<file path="config.mk">
export PLATFORM = sky130hd
export DESIGN_NAME = display_scan_flat
export DESIGN_NICKNAME = d
export VERILOG_FILES = /design/src/rtl/display_scan_if.sv /design/src/rtl/display_scan.sv /design/src/flat_wrapper.sv
export SDC_FILE = /design/constraint.sdc
export NUM_CORES = 1
export LEC_CHECK = 0
export BUFFER_PORTS_ARGS = -buffer_cell sky130_fd_sc_hd__buf_2
export CAP_MARGIN = 40
export CORE_MARGIN = 4
export CORE_UTILIZATION = 41
export CTS_BUF_LIST = sky130_fd_sc_hd__clkbuf_8
export DETAILED_ROUTE_END_ITERATION = 8
export SLEW_MARGIN = 10
export SYNTH_ARGS = -nofsm -noshare
export SYNTH_HDL_FRONTEND = slang
export SYNTH_SLANG_ARGS = --single-unit
</file>
<file path="constraint.sdc">
create_clock -name clk -period 4.4 [get_ports clk]
set_clock_uncertainty 0.1 [all_clocks]
set_input_delay 0.44 -clock clk [delete_from_list [all_inputs] [get_ports clk]]
set_output_delay 0.44 -clock clk [all_outputs]
set_load 0.03 [all_outputs]
</file>
<file path="src/rtl/display_scan_if.sv">
// display_scan_if: memory read port, buffer-swap handshake and HUB75 panel pins of display_scan
interface display_scan_if #(
    parameter int rows = 8,
    parameter int columns = 32,
    parameter int bitdepth = 8
);
    localparam int rw = rows > 1 ? $clog2(rows) : 1;
    localparam int cw = columns > 1 ? $clog2(columns) : 1;
    logic                  swap;
    logic                  swap_done;
    logic                  flip;
    logic [rw-1:0]         rrow;
    logic [cw-1:0]         rcol;
    logic [3*bitdepth-1:0] rdata;
    logic                  panel_clk;
    logic                  panel_lat;
    logic                  panel_oe;
    logic [rw-1:0]         panel_addr;
    logic                  panel_r;
    logic                  panel_g;
    logic                  panel_b;
    modport master (
        input  swap, rdata,
        output swap_done, flip, rrow, rcol,
        output panel_clk, panel_lat, panel_oe, panel_addr, panel_r, panel_g, panel_b
    );
    modport slave (
        output swap, rdata,
        input  swap_done, flip, rrow, rcol,
        input  panel_clk, panel_lat, panel_oe, panel_addr, panel_r, panel_g, panel_b
    );
endinterface

</file>
<file path="src/rtl/display_scan.sv">
// display_scan: BCM scan-out of the displayed buffer to a HUB75 panel; DISPLAY_SCAN_DIM_EN adds a dim input that shortens the lit part of SHOW
module display_scan #(
    parameter int rows = 8,
    parameter int columns = 32,
    parameter int bitdepth = 8,
    parameter int show_base = 4
) (
    input logic clk,
    input logic rst,
`ifdef DISPLAY_SCAN_DIM_EN
    input logic [1:0] dim,
`endif
    display_scan_if.master bus
);
    localparam int cw = columns > 1 ? $clog2(columns) : 1;
    localparam int rw = rows > 1 ? $clog2(rows) : 1;
    localparam int pw = bitdepth > 1 ? $clog2(bitdepth) : 1;
    localparam int shift_end = 2 * columns;
    localparam int show_max = show_base << (bitdepth - 1);
    localparam int nw = $clog2((shift_end > show_max ? shift_end : show_max) + 1);
    localparam logic [1:0] st_shift = 2'd0;
    localparam logic [1:0] st_blank = 2'd1;
    localparam logic [1:0] st_latch = 2'd2;
    localparam logic [1:0] st_show  = 2'd3;

    logic [1:0]          state;
    logic [nw-1:0]       cnt;
    logic [pw-1:0]       plane;
    logic                pending;
    logic [31:0]         show_len;
    logic                show_last;
    logic                plane_last;
    logic                frame_end;
    logic                do_swap;
    logic [bitdepth-1:0] red;
    logic [bitdepth-1:0] grn;
    logic [bitdepth-1:0] blu;

    assign red = bus.rdata[3*bitdepth-1:2*bitdepth];
    assign grn = bus.rdata[2*bitdepth-1:bitdepth];
    assign blu = bus.rdata[bitdepth-1:0];
    assign show_len = 32'(show_base) << plane;
    assign show_last = state == st_show && 32'(cnt) == show_len - 32'd1;
    assign plane_last = 32'(plane) == 32'(bitdepth - 1);
    assign frame_end = show_last && plane_last && 32'(bus.rrow) == 32'(rows - 1);
    assign do_swap = frame_end && (pending || bus.swap);

    // Odd SHIFT cycles load data with the clock low, even ones raise it, so data is always set up a cycle ahead
    assign bus.panel_clk = state == st_shift && cnt != '0 && !cnt[0];
    assign bus.panel_lat = state == st_latch;
`ifdef DISPLAY_SCAN_DIM_EN
    assign bus.panel_oe = !(state == st_show && 32'(cnt) < (show_len >> dim));
`else
    assign bus.panel_oe = state != st_show;
`endif

    // Phase sequencer: cnt times each phase, plane steps after every SHOW
    always_ff @(posedge clk or posedge rst) begin
        if (rst) begin
            state <= st_shift;
            cnt   <= '0;
            plane <= '0;
        end else begin
            case (state)
                st_shift: begin
                    state <= 32'(cnt) == 32'(shift_end) ? st_blank : st_shift;
                    cnt   <= 32'(cnt) == 32'(shift_end) ? '0 : cnt + nw'(1);
                end
                st_blank: state <= st_latch;
                st_latch: begin
                    state <= st_show;
                    cnt   <= '0;
                end
                default: begin
                    state <= show_last ? st_shift : st_show;
                    cnt   <= show_last ? '0 : cnt + nw'(1);
                    plane <= show_last ? (plane_last ? '0 : plane + pw'(1)) : plane;
                end
            endcase
        end
    end

    // Column fetch: rdata for column c arrives on odd cycle 2c+1, captured as the address moves on
    always_ff @(posedge clk or posedge rst) begin
        if (rst) begin
            bus.rcol    <= '0;
            bus.panel_r <= 1'b0;
            bus.panel_g <= 1'b0;
            bus.panel_b <= 1'b0;
        end else if (state == st_shift && cnt[0]) begin
            bus.rcol    <= 32'(bus.rcol) == 32'(columns - 1) ? '0 : bus.rcol + cw'(1);
            bus.panel_r <= red[plane];
            bus.panel_g <= grn[plane];
            bus.panel_b <= blu[plane];
        end
    end

    // Row address steps after the last plane; the panel row follows it on entry to LATCH
    always_ff @(posedge clk or posedge rst) begin
        if (rst) begin
            bus.rrow       <= '0;
            bus.panel_addr <= '0;
        end else begin
            if (state == st_blank)
                bus.panel_addr <= bus.rrow;
            if (show_last && plane_last)
                bus.rrow <= 32'(bus.rrow) == 32'(rows - 1) ? '0 : bus.rrow + rw'(1);
        end
    end

    // Swap requests are remembered until the frame boundary, the only point where flip may change
    always_ff @(posedge clk or posedge rst) begin
        if (rst) begin
            bus.flip      <= 1'b0;
            bus.swap_done <= 1'b0;
            pending       <= 1'b0;
        end else begin
            bus.flip      <= bus.flip ^ do_swap;
            bus.swap_done <= do_swap;
            pending       <= !frame_end && (pending || bus.swap);
        end
    end
endmodule

</file>
<file path="src/flat_wrapper.sv">
// flat-port wrapper written by rule: the top's interface ports become plain ports
module display_scan_flat 
#(
    parameter int rows = 8,
    parameter int columns = 32,
    parameter int bitdepth = 8,
    parameter int show_base = 4
)
  (clk, rst, bus_swap, bus_rdata, bus_swap_done, bus_flip, bus_rrow, bus_rcol, bus_panel_clk, bus_panel_lat, bus_panel_oe, bus_panel_addr, bus_panel_r, bus_panel_g, bus_panel_b);
  display_scan_if #(.rows(rows), .columns(columns), .bitdepth(bitdepth)) bus_i ();
  input logic clk;
  input logic rst;
  input wire logic [$bits(bus_i.swap)-1:0] bus_swap;
  input wire logic [$bits(bus_i.rdata)-1:0] bus_rdata;
  output wire logic [$bits(bus_i.swap_done)-1:0] bus_swap_done;
  output wire logic [$bits(bus_i.flip)-1:0] bus_flip;
  output wire logic [$bits(bus_i.rrow)-1:0] bus_rrow;
  output wire logic [$bits(bus_i.rcol)-1:0] bus_rcol;
  output wire logic [$bits(bus_i.panel_clk)-1:0] bus_panel_clk;
  output wire logic [$bits(bus_i.panel_lat)-1:0] bus_panel_lat;
  output wire logic [$bits(bus_i.panel_oe)-1:0] bus_panel_oe;
  output wire logic [$bits(bus_i.panel_addr)-1:0] bus_panel_addr;
  output wire logic [$bits(bus_i.panel_r)-1:0] bus_panel_r;
  output wire logic [$bits(bus_i.panel_g)-1:0] bus_panel_g;
  output wire logic [$bits(bus_i.panel_b)-1:0] bus_panel_b;
  assign bus_i.swap = bus_swap;
  assign bus_i.rdata = bus_rdata;
  assign bus_swap_done = bus_i.swap_done;
  assign bus_flip = bus_i.flip;
  assign bus_rrow = bus_i.rrow;
  assign bus_rcol = bus_i.rcol;
  assign bus_panel_clk = bus_i.panel_clk;
  assign bus_panel_lat = bus_i.panel_lat;
  assign bus_panel_oe = bus_i.panel_oe;
  assign bus_panel_addr = bus_i.panel_addr;
  assign bus_panel_r = bus_i.panel_r;
  assign bus_panel_g = bus_i.panel_g;
  assign bus_panel_b = bus_i.panel_b;
  display_scan #(.rows(rows), .columns(columns), .bitdepth(bitdepth), .show_base(show_base)) u_core (.clk(clk), .rst(rst), .bus(bus_i));
endmodule
</file>
==> results.tsv, run 1 <==
metric	value	unit
Post-CTS Setup Bufs	0	
DR vias	1630	
die height	80.87	µm
pwr dens	240.6	mW/mm²
R2R depth	10	
number of synthesized flops with an enable pin	0	
clock period minus worst slack	3.343	ns
top cell type's share of synthesized area	36.78	%
worst r2r dst	u_core.cnt[9]	
#FFs+latches synth	32	
Avg WL per Cell	14.31	µm
register area share after synthesis	36.78	%
Pint	0.4768	mW
setup slack, reg-to-reg	1.06	ns
critical path type	reg -> reg	
I/O Pins	46	
Synth Warn #	0	
Inst Count DP	310	
clock buffer depth	2	
crit-path max FO	12	
Async SR Flop Fraction	100.0	%
total core area	0.005140	mm²
vias in the first global route	1613	
port bufs	45	
Final nets	293	
Die W	80.87	µm
Rows	26	
DP HPWL	3.483	mm
initial core utilization	42.36	%
critical path data required time	4.44	ns
antenna diode count	0	
Root Buffer	clkbuf_8	
fill cell count	500	
placer congestion estimate	0.8044	
Die ar.	0.006540	mm²
largest net degree at the start of global routing	33	
Setup TNS	0	ns
Hold WC Path Type	in -> async	
total routing usage reported by global routing	14.88	%
# setup viols final	0	
switching share of total power	21.85	%
Mapped Area	0.002177	mm²
ys flop type	dfrtp_1	
Worst Hold Slack	0.1200	ns
Max Clk Rate	299.1	MHz
DRT Wirelength	4.551	mm
Synth area leaders	dfrtp_1 (37%), ha_1 (11%), mux4_2 (6.2%)	
CTS tree	yes	
CTS H-tree depth	2	
Clk network pwr share	47.0	%
Mean Syn Cell Area	10.62	µm²
Slew @ Worst Pin	0.8062	ns
ANT nets after route	0	
Max-Cap Viols	0	
CTS clock-pin slew for the worst setup and hold paths	0.08	ns
CTS buffer count	5	
Logic pwr share	4.5	%
largest area contributor in the netlist	dfrtp_1	
initial antenna violation count	0	
Reg-to-Reg Start	u_core.plane[0]	
status	complete, no violations	
CTS Sinks	32	
Crit. End Element	flip-flop	
Area Growth Syn to Fin	16.49	%
slew margin rel.	46.26	%
post-route cell area	0.002536	mm²
startpoint types	flip-flop	
Worst-Skew Late Latency	0.29	ns
layout cells sized above 1	31.45	%
Post-Synthesis Cells	205	
crit share post-route	75.98	%
Hold Buf Count CTS	0	
dpl cell area	0.002425	mm²
Psw	0.1333	mW
Worst Setup SP	u_core.plane[0]	
post-route setup slack	1.057	ns
via/cell ratio	5.126	
PostCTS Resize Cnt	0	
sequential share of power	48.5	%
remaining design rule violation count	0	
RSZ-0062 raised after global routing	false	
Max Slew Vio Count	0	
TritonRoute pass-1 iters	4	
first-pass GRT wire length	7.583	mm
Leak	1.218	nW
grt ovf	0	
1st-iter DRT viols	47	
unique cell type count in the Yosys netlist	43	
pre-CTS setup slack	1.051	ns
Final Hold Viols	0	
Syn Nets	251	
Critical Path AT	3.38	ns
Post-Layout Cell Count	318	
Max VDD drop	0.1692	mV
final cells by class:
| type | count | area (µm²) | area share, % |
|---|---|---|---|
| Clock inverter | 3 | 42.54 | 1.677 |
| Inverter | 12 | 45.04 | 1.776 |
| Clock buffer | 5 | 68.82 | 2.713 |
| Tap cell | 70 | 87.58 | 3.453 |
| Timing Repair Buffer | 46 | 232.7 | 9.176 |
| Sequential cell | 32 | 800.8 | 31.57 |
| Multi-Input combinational cell | 150 | 1259 | 49.63 |
worst max-delay path by stage:
stage,to,slack (ns),cells after the start
final,u_core.cnt[9],1.06,10
after global routing,u_core.cnt[2],0.75,10
after CTS,u_core.cnt[9],1.03,10
after detailed placement,u_core.cnt[9],1.05,10
after global placement,u_core.cnt[4],1.11,10
after floorplan,u_core.bus.rrow[0],1.18,12
cells by family after synthesis:
family | synth area share, %
AND/OR/NAND/NOR | 16.55
AO/OA/AOI/OAI | 8.966
flip-flops | 36.78
buffers and inverters | 5.402
multiplexers | 14.14
adder cells (fa/ha/maj) | 10.92
XOR/XNOR | 7.241
critical path: stages, from the launching register on:
cell and delay [ns]:
dfrtp_1 0.62, inv_1 0.17, ha_1 0.36, nand2_1 0.12, ha_1 0.26, or4b_1 0.46
a32oi_1 0.23, xor2_1 0.19, and3_4 0.25, a21bo_1 0.33, a21oi_1 0.12
state kept, by name (all words and copies together), names as in the netlist:
register and cells:
u_core.bus.panel_g 1, u_core.state 2, u_core.plane 3, u_core.cnt 10, u_core.bus.flip 1, u_core.bus.rrow 3
u_core.bus.rcol 5, u_core.bus.panel_addr 3, u_core.bus.swap_done 1, u_core.bus.panel_b 1, u_core.bus.panel_r 1, u_core.pending 1
power groups by stage:
stage          clock [mW]  combinational (mW)  sequential (mW)
6_report            0.287              0.0276            0.296
5_1_grt             0.304              0.0311            0.296
4_1_cts             0.294              0.0284            0.296
3_5_place_dp            0              0.0285            0.302
3_3_place_gp            0              0.0283            0.302
2_1_floorplan           0             0.00973            0.305
cells in the mapped netlist (all sizes together) (2+ instances only):
cell type / instances
nand3: 3
inv: 12
xor2: 10
mux4: 6
nor2: 11
o21ai: 9
and3: 5
nand2: 15
nand4: 6
o211ai: 3
or4b: 2
ha: 19
mux2i: 6
or4: 2
a31oi: 2
nor3: 4
xnor2: 8
mux2: 9
clkbuf: 5
buf: 6
nor4: 3
dfrtp: 32
a21oi: 14
nor2b: 2
layer usage:
metal	up-vias	global-route usage [%]	share of wire (%)
met3	5	1.330	2.1
li1	818	-	-
met2	20	23.73	50
met4	0	6.081	1.3
met5	-	0	0
met1	787	20.77	46
cells in the final DEF (no fill, tap or decap), types with 3 or more instances in the layout:
cell type  count
nand2_1       15
mux2i_1        6
dfrtp_1       32
ha_1          19
xor2_1        10
clkbuf_8       5
nor3_1         3
and3_1         4
mux2_4         3
buf_2         45
mux4_2         6
mux2_2         6
nand4_1        6
inv_1         11
a21oi_1       14
o21ai_0        9
nor4_1         3
nor2_1        11
xnor2_1        8
through the flow:
| step | power, mW | util (%) |
|---|---|---|
| 6_report | 0.6101 | 49.34 |
| 5_1_grt | 0.6308 | 49.34 |
| 4_1_cts | 0.6185 | 49.34 |
| 3_5_place_dp | 0.3302 | 47.18 |
| 3_3_place_gp | 0.3300 | 47.18 |
| 2_1_floorplan | 0.3144 | - |
Power figures use the tool's default switching activity.
==> inputs of run 2 (changes only) <==
==> constraint.sdc (replaced) <==
create_clock -name clk -period 3.4 [get_ports clk]
set_clock_uncertainty 0.1 [all_clocks]
set_input_delay 0.34 -clock clk [delete_from_list [all_inputs] [get_ports clk]]
set_output_delay 0.34 -clock clk [all_outputs]
set_load 0.03 [all_outputs]
==> run 2 against run 1 <==
  * Die area unchanged
  * Final area increased by 0.89%
  * Largest power group unchanged
  * Sequential power increased by 29%
  * Clock-buffer cell count unchanged
  * Register-to-register slack got worse by 0.82 ns
  * Total power increased by 28%
  * Flip-flop and latch count unchanged
  * Utilization increased by 0.44 points
  * Non-clock buffer count increased by 3
==> results.tsv, run 2 (synthesized netlist as in run 1, its figures left out) <==
metric	value	unit	change
DR vias	1628		-0.12%
Slew @ Worst Pin	0.7816	ns	-0.02453 ns
Post-Layout Cell Count	321		+0.94%
CTS buffer count	5		unchanged
total core area	0.005140	mm²	unchanged
die height	80.87	µm	unchanged
Hold WC Path Type	in -> async		
Max-Cap Viols	0		unchanged
Psw	0.1658	mW	+24%
R2R depth	10		unchanged
Pint	0.6171	mW	+29%
CTS clock-pin slew for the worst setup and hold paths	0.07	ns	about the same
Post-CTS Setup Bufs	0		unchanged
startpoint types	flip-flop		
Avg WL per Cell	14.28	µm	-0.19%
largest net degree at the start of global routing	33		unchanged
Util after Layout	49.78	%	+0.44 points
Root Buffer	clkbuf_8		
layout cells sized above 1	32.27	%	+0.82 points
crit-path max FO	10		-2
CTS Sinks	32		unchanged
post-route cell area	0.002559	mm²	+0.89%
Crit. End Element	flip-flop		
Max Slew Vio Count	0		unchanged
critical path type	reg -> reg		
Max VDD drop	0.2437	mV	+44%
1st-iter DRT viols	51		+8.5%
grt ovf	0		unchanged
crit share post-route	93.02	%	+17 points
total routing usage reported by global routing	15.05	%	+0.17 points
initial antenna violation count	0		unchanged
critical path data required time	3.43	ns	-1.01 ns
Worst Setup SP	u_core.plane[1]		
Pwr Total	0.7829	mW	+28%
status	complete, no violations		
setup slack, reg-to-reg	0.24	ns	-0.82 ns
PostCTS Resize Cnt	0		unchanged
crit path capture	u_core.cnt[1]		
Max Clk Rate	316.2	MHz	+5.7%
Inst Count DP	313		+0.97%
Largest regs	u_core.cnt: 10 flops, u_core.bus.rcol: 5 flops		
Biggest register	u_core.cnt		
placer congestion estimate	0.7645		-5.0%
Die W	80.87	µm	unchanged
port bufs	45		unchanged
commonest non-fill, non-tap cell in the layout	buf_2		
Final nets	296		+1.0%
Rows	26		unchanged
vias in the first global route	1633		+1.2%
Leak	1.233	nW	+1.2%
slew margin rel.	47.89	%	+1.6 points
I/O Pins	46		unchanged
Clk network pwr share	46.5	%	-0.5 points
DRT Wirelength	4.585	mm	+0.75%
Die ar.	0.006540	mm²	unchanged
flip-flop count of the largest register after layout	10		unchanged
switching share of total power	21.17	%	-0.68 points
# setup viols final	0		unchanged
TritonRoute pass-1 iters	4		unchanged
CTS tree	yes		
initial core utilization	42.36	%	unchanged
pwr dens	306.0	mW/mm²	+27%
Critical Path AT	3.20	ns	-0.18 ns
Final Hold Viols	0		unchanged
first-pass GRT wire length	7.603	mm	+0.26%
Logic pwr share	4.6	%	about the same
CTS H-tree depth	2		unchanged
remaining design rule violation count	0		unchanged
antenna diode count	0		unchanged
clock buffer depth	2		unchanged
clock period minus worst slack	3.163	ns	-0.1804 ns
via/cell ratio	5.072		-1.1%
dpl cell area	0.002447	mm²	+0.93%
most frequent cells in the layout	buf_2 (45), dfrtp_1 (32), ha_1 (19)		
worst r2r dst	u_core.cnt[1]		
Setup TNS	0	ns	unchanged
Area Growth Syn to Fin	17.53	%	
RSZ-0062 raised after global routing	false		
Reg-to-Reg Start	u_core.plane[1]		
ANT nets after route	0		unchanged
sequential share of power	48.9	%	+0.4 points
Worst-Skew Late Latency	0.29	ns	about the same
Hold Buf Count CTS	0		unchanged
DP HPWL	3.599	mm	+3.4%
fill cell count	521		+4.2%
==> run 2: routing by layer <==
metal	vias to the layer above	wire length [µm]	GRT usage, %	share of wire (%)
met5	-	0	0	0
met4	0	61	5.405	1.3
met3	6	106	2.439	2.3
met2	20	2302	24.47	50
met1	783	2114	20.25	46
li1	819	-	-	-
==> run 2: critical path: stages (launching register included) <==
cell	delay, ns
dfrtp_1	0.54
inv_1	0.13
ha_1	0.27
nand2_1	0.09
ha_1	0.25
or4b_1	0.45
a32oi_1	0.26
xor2_1	0.23
and3_4	0.26
a21bo_1	0.31
a21oi_1	0.11
==> run 2: power groups by stage <==
stage | registers [mW] | clock network (mW) | logic (mW)
3_3_place_gp | 0.390 | 0 | 0.0368
4_1_cts | 0.383 | 0.373 | 0.0373
5_1_grt | 0.383 | 0.396 | 0.0402
3_5_place_dp | 0.390 | 0 | 0.0373
2_1_floorplan | 0.394 | 0 | 0.0126
6_report | 0.383 | 0.364 | 0.0361
==> run 2: worst min path at each step <==
| stage | endpoint | cells past startpoint |
|---|---|---|
| after global routing | u_core.bus.rcol[1] | 3 |
| after floorplan | u_core.bus.flip | 1 |
| after CTS | u_core.bus.rcol[4] | 3 |
| final | u_core.bus.rcol[4] | 3 |
| after global placement | u_core.bus.rcol[4] | 3 |
| after detailed placement | u_core.bus.rcol[4] | 3 |
==> run 2: per-stage QoR <==
stage | hold WS [ns] | setup slack, ns
2_1_floorplan | 0.3562 | 0.1752
3_3_place_gp | 0.3463 | 0.2668
3_5_place_dp | 0.3485 | 0.2692
4_1_cts | 0.03026 | 0.2433
5_1_grt | 0.05621 | 0.004453
6_report | 0.01818 | 0.2374
==> run 2: cell type report <==
type / instances / area, µm² / share of cell area (%)
repair buffers: 49 / 255.2 / 9.976
well taps: 70 / 87.58 / 3.423
multi-input cells: 150 / 1259 / 49.19
flip-flops and latches: 32 / 800.8 / 31.30
clock buffers: 5 / 68.82 / 2.689
clock inverters: 3 / 42.54 / 1.663
inverters: 12 / 45.04 / 1.760
==> inputs of run 3 (changes only) <==
==> constraint.sdc (replaced) <==
create_clock -name clk -period 3.5 [get_ports clk]
set_clock_uncertainty 0.1 [all_clocks]
set_input_delay 0.35 -clock clk [delete_from_list [all_inputs] [get_ports clk]]
set_output_delay 0.35 -clock clk [all_outputs]
set_load 0.03 [all_outputs]
==> run 3 against run 2 <==
  * Non-clock buffer count is 1 lower
  * Die area stayed put
  * Clock power is 24% lower
  * Flip-flop and latch count stayed put
  * Clock-buffer cell count stayed put
  * Hold slack better by 0.023 ns
  * Critical path depth stayed put
  * Register-to-register slack better by 0.11 ns
  * Largest power group unchanged
==> results.tsv, run 3 (synthesized netlist as in run 1, its figures left out) <==
metric	value	unit	change
startpoint types	flip-flop		
Area Growth Syn to Fin	16.09	%	
Die ar.	0.006540	mm²	unchanged
Hold Buf Count CTS	0		unchanged
crit share post-route	90.07	%	-2.9 points
Critical Path, Cell by Cell	inv_2 -> ha_1 -> nor4_1 -> ha_1 -> xnor2_1 -> nor2_1 -> o311ai_0 -> nor3_4 -> and4_2 -> mux2i_1		
Final nets	295		-0.34%
flip-flop count of the largest register after layout	10		unchanged
clock buffer depth	2		unchanged
Largest regs	u_core.cnt: 10 flops, u_core.bus.rcol: 5 flops		
initial core utilization	42.36	%	unchanged
critical path data required time	3.61	ns	+0.18 ns
Max Clk Rate	317.2	MHz	+0.32%
largest net degree at the start of global routing	33		unchanged
Crit. End Element	flip-flop		
fill cell count	519		-0.38%
CTS H-tree depth	2		unchanged
Rows	26		unchanged
port bufs	45		unchanged
Inst Count DP	312		-0.32%
1st-iter DRT viols	46		-9.8%
vias in the first global route	1554		-4.8%
Reg-to-Reg Start	u_core.plane[2]		
die height	80.87	µm	unchanged
PostCTS Resize Cnt	0		unchanged
via/cell ratio	5.106		+0.68%
most frequent cells in the layout	buf_2 (45), dfrtp_1 (32), ha_1 (19)		
Slew @ Worst Pin	0.7739	ns	-0.007773 ns
# setup viols final	0		unchanged
Critical Path AT	3.26	ns	+0.06 ns
slew margin rel.	48.41	%	+0.52 points
ANT nets after route	0		unchanged
Setup TNS	0	ns	unchanged
critical path type	reg -> reg		
commonest non-fill, non-tap cell in the layout	buf_2		
Max Slew Vio Count	0		unchanged
CTS clock-pin slew for the worst setup and hold paths	0.07	ns	about the same
Biggest register	u_core.cnt		
antenna diode count	0		unchanged
initial antenna violation count	0		unchanged
post-route setup slack	0.3475	ns	+0.1101 ns
Max-Cap Viols	0		unchanged
Worst path slowest cell	dfrtp_1		
Pwr Total	0.6833	mW	-13%
pre-CTS setup slack	0.3326	ns	+0.06342 ns
layout cells sized above 1	32.00	%	-0.27 points
total core area	0.005140	mm²	unchanged
CTS tree	yes		
Avg WL per Cell	14.12	µm	-1.2%
crit-path max FO	11		+1
Root Buffer	clkbuf_8		
first-pass GRT wire length	7.590	mm	-0.17%
Multi-input gate area	0.001259	mm²	unchanged
Final Hold Viols	0		unchanged
RSZ-0062 raised after global routing	false		
DP HPWL	3.484	mm	-3.2%
Register Area	800.8	µm²	unchanged
Post-CTS Setup Bufs	0		unchanged
CTS Sinks	32		unchanged
Worst Setup SP	u_core.plane[2]		
grt ovf	0		unchanged
DRT Wirelength	4.518	mm	-1.5%
clock period minus worst slack	3.153	ns	-0.01011 ns
total routing usage reported by global routing	15.00	%	-0.047 points
Die W	80.87	µm	unchanged
DR vias	1634		+0.37%
Hold WC Path Type	in -> async		
status	complete, no violations		
Worst Hold Slack	0.04118	ns	+0.02300 ns
Leak	1.221	nW	-0.95%
Max VDD drop	0.2103	mV	-14%
I/O Pins	46		unchanged
Post-Layout Cell Count	320		-0.31%
most used cell, CP	ha_1		
CTS buffer count	5		unchanged
crit-path max cell delay	0.57	ns	+0.03 ns
remaining design rule violation count	0		unchanged
pwr dens	270.3	mW/mm²	-12%
Worst-Skew Late Latency	0.28	ns	about the same
TritonRoute pass-1 iters	6		+2
placer congestion estimate	0.7660		+0.20%
run 3: power by group:
part	internal (mW)	total, mW	switching [mW]
sequential	0.371	0.372	0.000866
combinational	0.0175	0.0347	0.0172
clock	0.138	0.276	0.138
total	0.527	0.683	0.156
run 3: path summary, 6_finish.rpt:
path | endpoint | cells after the start | slack (ns)
worst max-delay path | u_core.plane[2] | 10 | 0.35
worst min-delay path | u_core.bus.rcol[4] | 3 | 0.04
worst max register to register | u_core.plane[2] | 10 | 0.35
worst min register to register | u_core.bus.flip | 1 | 0.38
max in group asynchronous | u_core.cnt[5] | 3 | 2.97
min in group clk | u_core.pending | 3 | 0.28
run 3: area by class of cell:
cell class / instances / area share, %
Clock inverter: 3 / 0.7426
Clock buffer: 5 / 2.723
Timing Repair Buffer: 48 / 9.802
Sequential cell: 32 / 31.68
Multi-Input combinational cell: 150 / 49.80
Tap cell: 70 / 3.465
Inverter: 12 / 1.782
run 3: per-stage QoR:
stage	area [µm²]	util [%]
2_1_floorplan	2177	-
3_3_place_gp	2440	47.47
3_5_place_dp	2440	47.47
4_1_cts	2527	49.17
5_1_grt	2527	49.17
6_report	2527	49.17
run 3: layer usage:
metal | vias to the layer above | GRT usage, % | wire (µm)
met5 | - | 0 | 0
met4 | 0 | 5.574 | 75
met3 | 5 | 2.661 | 91
met2 | 17 | 23.81 | 2293
met1 | 796 | 20.46 | 2058
li1 | 816 | - | -
run 3: critical path: cells and delay by family, from the launching register on:
kind | cells | cell delay (ns)
compound gates | 1 | 0.19
xor+xnor | 1 | 0.12
fa+ha+maj | 2 | 0.64
buf+inv | 1 | 0.18
flops | 1 | 0.57
mux | 1 | 0.20
simple gates | 4 | 1.09
